## config.mk

```make
export PLATFORM = sky130hd
export DESIGN_NAME = fetch_queue_flat
export DESIGN_NICKNAME = d
export VERILOG_FILES = /design/src/rtl/fetch_queue_if.sv /design/src/rtl/fetch_queue.sv /design/src/flat_wrapper.sv
export SDC_FILE = /design/constraint.sdc
export NUM_CORES = 1
export LEC_CHECK = 0
export ABC_AREA = 1
export CORE_MARGIN = 1.5
export CORE_UTILIZATION = 25
export CTS_BUF_LIST = sky130_fd_sc_hd__clkbuf_8
export CTS_CLUSTER_SIZE = 24
export DETAILED_ROUTE_END_ITERATION = 6
export GPL_ROUTABILITY_DRIVEN = 0
export PLACE_DENSITY_LB_ADDON = 0.25
export RECOVER_POWER = 25
export SLEW_MARGIN = 10
export SYNTH_ARGS = -nofsm -noshare
export SYNTH_HDL_FRONTEND = slang
export SYNTH_SLANG_ARGS = --single-unit
```

## constraint.sdc

```tcl
create_clock -name clk -period 10.6 [get_ports clk]
set_clock_uncertainty 0.15 [all_clocks]
set_input_delay 1.06 -clock clk [delete_from_list [all_inputs] [get_ports clk]]
set_output_delay 1.06 -clock clk [all_outputs]
set_load 0.005 [all_outputs]
```

## src/rtl/fetch_queue_if.sv

```systemverilog
// fetch_queue_if: fetch->queue->decode handshake bundle (push side, pop side, flush, occupancy)
interface fetch_queue_if #(parameter int AW = 2);
  logic          in_valid;
  logic [31:0]   in_ir;
  logic [31:0]   in_pc4;
  logic          in_ready;
  logic          out_valid;
  logic [31:0]   out_ir;
  logic [31:0]   out_pc4;
  logic          out_ready;
  logic          flush;
  logic [AW:0]   count;
  modport master (
    output in_valid, in_ir, in_pc4, out_ready, flush,
    input  in_ready, out_valid, out_ir, out_pc4, count
  );
  modport slave (
    input  in_valid, in_ir, in_pc4, out_ready, flush,
    output in_ready, out_valid, out_ir, out_pc4, count
  );
endinterface

```

## src/rtl/fetch_queue.sv

```systemverilog
// fetch_queue: circular FIFO of {instr, pc+4} pairs between fetch and decode, flushed on redirect
// Ports: clk, reset (async, active-high); q (fetch_queue_if.slave): in_valid/in_ir/in_pc4/in_ready push side,
//   out_valid/out_ir/out_pc4/out_ready pop side, flush discards all entries, count = occupancy.
// Option: define FETCH_Q_BYPASS_EN to route input straight to output when the queue is empty.
module fetch_queue #(
  parameter int DEPTH = 4,
  parameter int AW    = 2
) (
  input logic         clk,
  input logic         reset,
  fetch_queue_if.slave q
);
  logic [63:0]   mem_q [DEPTH];
  logic [AW-1:0] wp_q, wp_d, rp_q, rp_d;
  logic [AW:0]   cnt_q, cnt_d;
  logic          empty, bypass, push, pop;
  always_comb begin
    empty       = cnt_q == '0;
`ifdef FETCH_Q_BYPASS_EN
    bypass      = empty & q.in_valid & ~q.flush;
`else
    bypass      = 1'b0;
`endif
    q.in_ready  = cnt_q != (AW+1)'(DEPTH);
    // a bypassed entry taken by decode this cycle never enters the array
    push        = q.in_valid & q.in_ready & ~q.flush & ~(bypass & q.out_ready);
    pop         = ~empty & q.out_ready & ~q.flush;
    q.out_valid = ~empty | bypass;
    {q.out_ir, q.out_pc4} = bypass ? {q.in_ir, q.in_pc4} : empty ? 64'h0 : mem_q[rp_q];
    q.count     = cnt_q;
    wp_d        = q.flush ? '0 : wp_q + AW'(push);
    rp_d        = q.flush ? '0 : rp_q + AW'(pop);
    cnt_d       = q.flush ? '0 : cnt_q + (AW+1)'(push) - (AW+1)'(pop);
  end
  always_ff @(posedge clk or posedge reset) begin
    if (reset) begin
      wp_q  <= '0;
      rp_q  <= '0;
      cnt_q <= '0;
    end else begin
      wp_q  <= wp_d;
      rp_q  <= rp_d;
      cnt_q <= cnt_d;
    end
  end
  always_ff @(posedge clk) begin
    if (push) mem_q[wp_q] <= {q.in_ir, q.in_pc4};
  end
endmodule
```

## src/flat_wrapper.sv

```systemverilog
// flat-port wrapper written by rule: the top's interface ports become plain ports
module fetch_queue_flat 
#(
  parameter int DEPTH = 4,
  parameter int AW    = 2
)
  (clk, reset, q_in_valid, q_in_ir, q_in_pc4, q_out_ready, q_flush, q_in_ready, q_out_valid, q_out_ir, q_out_pc4, q_count);
  fetch_queue_if #(.AW(AW)) q_i ();
  input logic clk;
  input logic reset;
  input wire logic [$bits(q_i.in_valid)-1:0] q_in_valid;
  input wire logic [$bits(q_i.in_ir)-1:0] q_in_ir;
  input wire logic [$bits(q_i.in_pc4)-1:0] q_in_pc4;
  input wire logic [$bits(q_i.out_ready)-1:0] q_out_ready;
  input wire logic [$bits(q_i.flush)-1:0] q_flush;
  output wire logic [$bits(q_i.in_ready)-1:0] q_in_ready;
  output wire logic [$bits(q_i.out_valid)-1:0] q_out_valid;
  output wire logic [$bits(q_i.out_ir)-1:0] q_out_ir;
  output wire logic [$bits(q_i.out_pc4)-1:0] q_out_pc4;
  output wire logic [$bits(q_i.count)-1:0] q_count;
  assign q_i.in_valid = q_in_valid;
  assign q_i.in_ir = q_in_ir;
  assign q_i.in_pc4 = q_in_pc4;
  assign q_i.out_ready = q_out_ready;
  assign q_i.flush = q_flush;
  assign q_in_ready = q_i.in_ready;
  assign q_out_valid = q_i.out_valid;
  assign q_out_ir = q_i.out_ir;
  assign q_out_pc4 = q_i.out_pc4;
  assign q_count = q_i.count;
  fetch_queue #(.DEPTH(DEPTH), .AW(AW)) u_core (.clk(clk), .reset(reset), .q(q_i));
endmodule
```

# Yosys cells after proc, flatten, opt, wreduce, memory -nomap -nowiden
# Memory sizes are Yosys's and may differ from the RTL's.
# Index checks and enable logic that the tools add are counted.
# word_totals
reg_bits	7
latchBits	0
mem_bits_rw	256
mem_bits_ro	0
inputBits	69
word_cells	22
memories	1
# memory_table
name	depth	width	rd	rd_ports_with_merged_regs	wr	line	text
u_core.mem_q	4	64	1	0	1	fetch_queue.sv:13	logic [63:0] mem_q [DEPTH];
# op_classes
addsub	4
mul	0
div_mod_pow	0
n_lt_le_gt_ge	0
n_eq_ne	1
shift	0
muxes	6
n_bitwise	6
reduce_logical	1
# op_table
operator	count
2-to-1 mux 64 bit	1
adder 2 x 1 -> 2 bit	2
bitwise AND 1 bit	4
2-to-1 mux 2 bit	2
adder 3 x 1 -> 3 bit	1
zero test 3 bit	1
2-to-1 mux 3 bit	1
!= test 3 bit (second input constant)	1
subtractor 3 x 1 -> 3 bit	1
2-to-1 mux 1 bit	2
inverter 1 bit	2

# Depth between registers and ports, before layout
# depth
depth_word	6
ltp_mapped	13
depth_no_buf	12

# Worst setup path before layout
# Ideal clock, no wire load.
# synth_path
path_type	input port to flip-flop
start	in q_flush
end	mem u_core.mem_q[0][0], enable pin
setup_ns	0.487
arrival_ns	3.987
required_ns	9.963
slack_ns	5.977
stages	3
n_path_buf	0
cell_sequence	inv_1 -> nand3_1 -> nor2_1
# synth_between
elab_chain_len	4
# synth_lines
item	line	text
start: declaration	flat_wrapper.sv:15	input wire logic [$bits(q_i.flush)-1:0] q_flush;
inverter 1 bit	fetch_queue.sv:26	push = q.in_valid & q.in_ready & ~q.flush & ~(bypass & q.out_ready);
bitwise AND 1 bit	fetch_queue.sv:26	
2-to-1 mux 1 bit	fetch_queue.sv:47	if (push) mem_q[wp_q] <= {q.in_ir, q.in_pc4};
2-to-1 mux 1 bit (implied by the code)	fetch_queue.sv:47	
end: declaration	fetch_queue.sv:13	
# Every way passes these cells.

# Final worst setup path
# layout_path
start	reg u_core.rp_q[0]
end	out q_out_pc4[1]
# layout_between
elab_chain_len	2
# layout_lines
item	line	text
start: declaration	fetch_queue.sv:14	logic [AW-1:0] wp_q, wp_d, rp_q, rp_d;
start signal: assignment	fetch_queue.sv:42	rp_q <= rp_d;
memory read (4 x 64 bit)	-	
2-to-1 mux 64 bit	fetch_queue.sv:29	{q.out_ir, q.out_pc4} = bypass ? {q.in_ir, q.in_pc4} : empty ? 64'h0 : mem_q[rp_q];
end: declaration	flat_wrapper.sv:19	output wire logic [$bits(q_i.out_pc4)-1:0] q_out_pc4;
# Every way passes these cells.

==> reports/qor.txt <==
run status - complete, no violations
MaxCap Viol Count - 0
main combinational cell family by area after synthesis - simple AND/OR/NAND/NOR gates
Post-layout nets - 1285
Worst R2R Path Depth - 4
CTS Hold Buffers Added - 0
part of the Yosys area used for sequential elements - 69.9%
final worst-path cycle share - 45.9%
mean routed wirelength per cell - 14.8 um
Worst Path Arrival - 3650 ps
Tmin final - 4860 ps
number of input and output port buffers inserted - 137
vias in the first global route - 7440
register-to-register setup slack - 8050 ps
post-DR vias/cell - 3.97
DRC violation count after routing - 0
Fmax - 0.206 GHz
number of vias after detailed routing - 7311
sink count of the clock tree - 263
type of the worst setup path - reg -> out
Synthesis Warnings - 0
maximum number of pins on one net before global-route repair - 83
buffer depth of the longest clock path - 3
postcts setup bufs - 0
DIE WIDTH - 215 um
fraction of final layout cells with drive strength greater than 1 - 5.77%
maximum fanout count along the critical path - 82
total negative setup slack - 0 ps
quantity of gates resized following cts - 0
Lkg Pwr - 5.89 nW
Relative slew margins - 28.8%
Rows - 77
Root Buffer Master - sky130_fd_sc_hd__clkbuf_8
placed inst area - 13200 um^2
Area growth syn-to-layout - 25.1%
worst hold path stage count - 2
number of antenna violations at the first check in global routing - 8
class of the tightest hold or removal check - reg -> reg
floorplan die height - 215 um
area used by multi-input combinational logic - 2140 um^2
clock edge transition at the registers on the reported setup and hold paths - 50 ps
CTS tree - built
setup repair after global routing missed its margin - no
kind of capture point of the worst setup path - primary output
Slew Limit Fails - 0
number of antenna-violating nets in the routed design - 0
clock latency on the worst-skew pair - 580 ps
post-synthesis xor/xnor area fraction - 0.0779%
net count of the mapped netlist - 1137
area share of fa/ha/maj cells after synthesis - 0.623%
register cell area after layout - 7870 um^2
number of H-tree levels - 2
total core area - 44300 um^2
Post-Synth Simple-Gate Area - 15.0%
share of cell area taken by muxes after synthesis - 0%
transition at the pin with the smallest max-transition slack - 1070 ps
number of unique standard cell types used by synthesis - 15
number of inserted filler cells in the final layout - 4568
post-synthesis area per instance - 10.6 um^2
sum of routed wire length over all layers - 27300 um
overall routing resource usage - 12.0%
aggregate global routing overflow - 0
count of TritonRoute iterations in the first routing pass - 4
critical path required time - 9390 ps
post-detail-place hpwl - 14100 um
drt initial violations - 423
post-synthesis register bit count - 263
PD cells - 204 nW/um^2
type of element launching the critical path - register
Worst VDD drop - 158 uV
post-layout instance area - 14100 um^2
area fraction in compound gates after synthesis - 2.98%
first-pass GRT wire length - 42500 um
count of final hold-check violations - 0
number of clock buffers inserted by TritonCTS - 49
area of the mapped netlist - 11200 um^2
total power - 2.86 mW
initial core utilization - 25.4%
Final setup violation count - 0
die outline area - 46200 um^2
cell count after synthesis - 1063
number of top-level pins - 138
synth_stat cells (all sizes together):
cell,number,share of area (%)
a21oi,66,2.9
dfrtp,7,1.6
edfxtp,256,68
inv,272,9.1
fa,1,0.18
nand3,131,5.8
ha,4,0.45
xnor2,1,0.078
nand2,264,8.8
clkbuf,3,0.10
o21ai,1,0.044
buf,45,2.1
nor2,12,0.40
final timing paths:
check	end	start
worst min-delay path	u_core.wp_q[1]	u_core.wp_q[1]
min in group asynchronous	u_core.q.count[2]	reset
worst max register to register	u_core.rp_q[1]	u_core.rp_q[0]
worst min register to register	u_core.wp_q[1]	u_core.wp_q[1]
max in group asynchronous	u_core.rp_q[0]	reset
worst max-delay path	q_out_pc4[1]	u_core.rp_q[0]
logic make-up (layout without fill, tap and decap cells):
logic type / Yosys count / in the layout
flip-flops: 263 / 263
buffers and inverters: 320 / 504
XOR/XNOR: 1 / 1
adder cells (fa/ha/maj): 5 / 5
AND/OR/NAND/NOR: 407 / 407
other: 0 / 2
AO/OA/AOI/OAI: 67 / 67
where the power goes:
group | internal, mW | leakage (nW) | switching (mW)
sequential | 1.20 | 2.41 | 0.0395
combinational | 0.352 | 2.98 | 0.410
clock | 0.451 | 0.496 | 0.415
total | 2.00 | 5.89 | 0.864
cell usage in the layout (no fill, tap or decap), drive strengths merged:
master	instances
dlygate4sd3	39
o21ai	1
dfrtp	7
diode	2
inv	288
clkbuf	49
nand2	264
clkdlybuf4s50	98
edfxtp	256
clkinv	21
fa	1
buf	8
ha	4
nor2	12
xnor2	1
nand3	131
a21oi	66
bufinv	1
layer usage:
layer	vias up	GRT usage, %	wire (um)
met4	10	4.99	704
met3	63	3.60	1560
met5	-	0	71
met1	3415	15.1	12400
met2	155	19.3	12500
li1	3668	-	-
cell type report:
| type | instances | area share, % |
|---|---|---|
| Clock inverter | 38 | 1.25 |
| Antenna cell | 2 | 0.0356 |
| Sequential cell | 263 | 56.0 |
| Inverter | 272 | 7.28 |
| Tap cell | 592 | 5.27 |
| Multi-Input combinational cell | 480 | 15.2 |
| Timing Repair Buffer | 145 | 10.2 |
| Clock buffer | 49 | 4.80 |
through the flow:
step	util (%)	worst slack (ps)	std cells	hold slack [ps]
after global placement	29.8	6260	1752	419
after floorplan	-	5980	1063	392
after CTS	31.7	5590	1839	453
final	31.7	5740	1841	445
after detailed placement	29.8	6270	1752	431
after global routing	31.7	5410	1839	494
worst max-delay path: stages, from the launching register on:
cell and delay [ps]:
sky130_fd_sc_hd__dfrtp_4 920, sky130_fd_sc_hd__inv_4 390, sky130_fd_sc_hd__buf_4 530, sky130_fd_sc_hd__nand2_1 150, sky130_fd_sc_hd__nand3_1 90, sky130_fd_sc_hd__a21oi_1 300, sky130_fd_sc_hd__clkdlybuf4s50_1 580
sequential cells by signal, summed over array words and instances, names as in the netlist:
register / flops
u_core.wp_q: 2
u_core.mem_q: 256
u_core.rp_q: 2
u_core.q.count: 3
(Power assumes the default switching activity.)
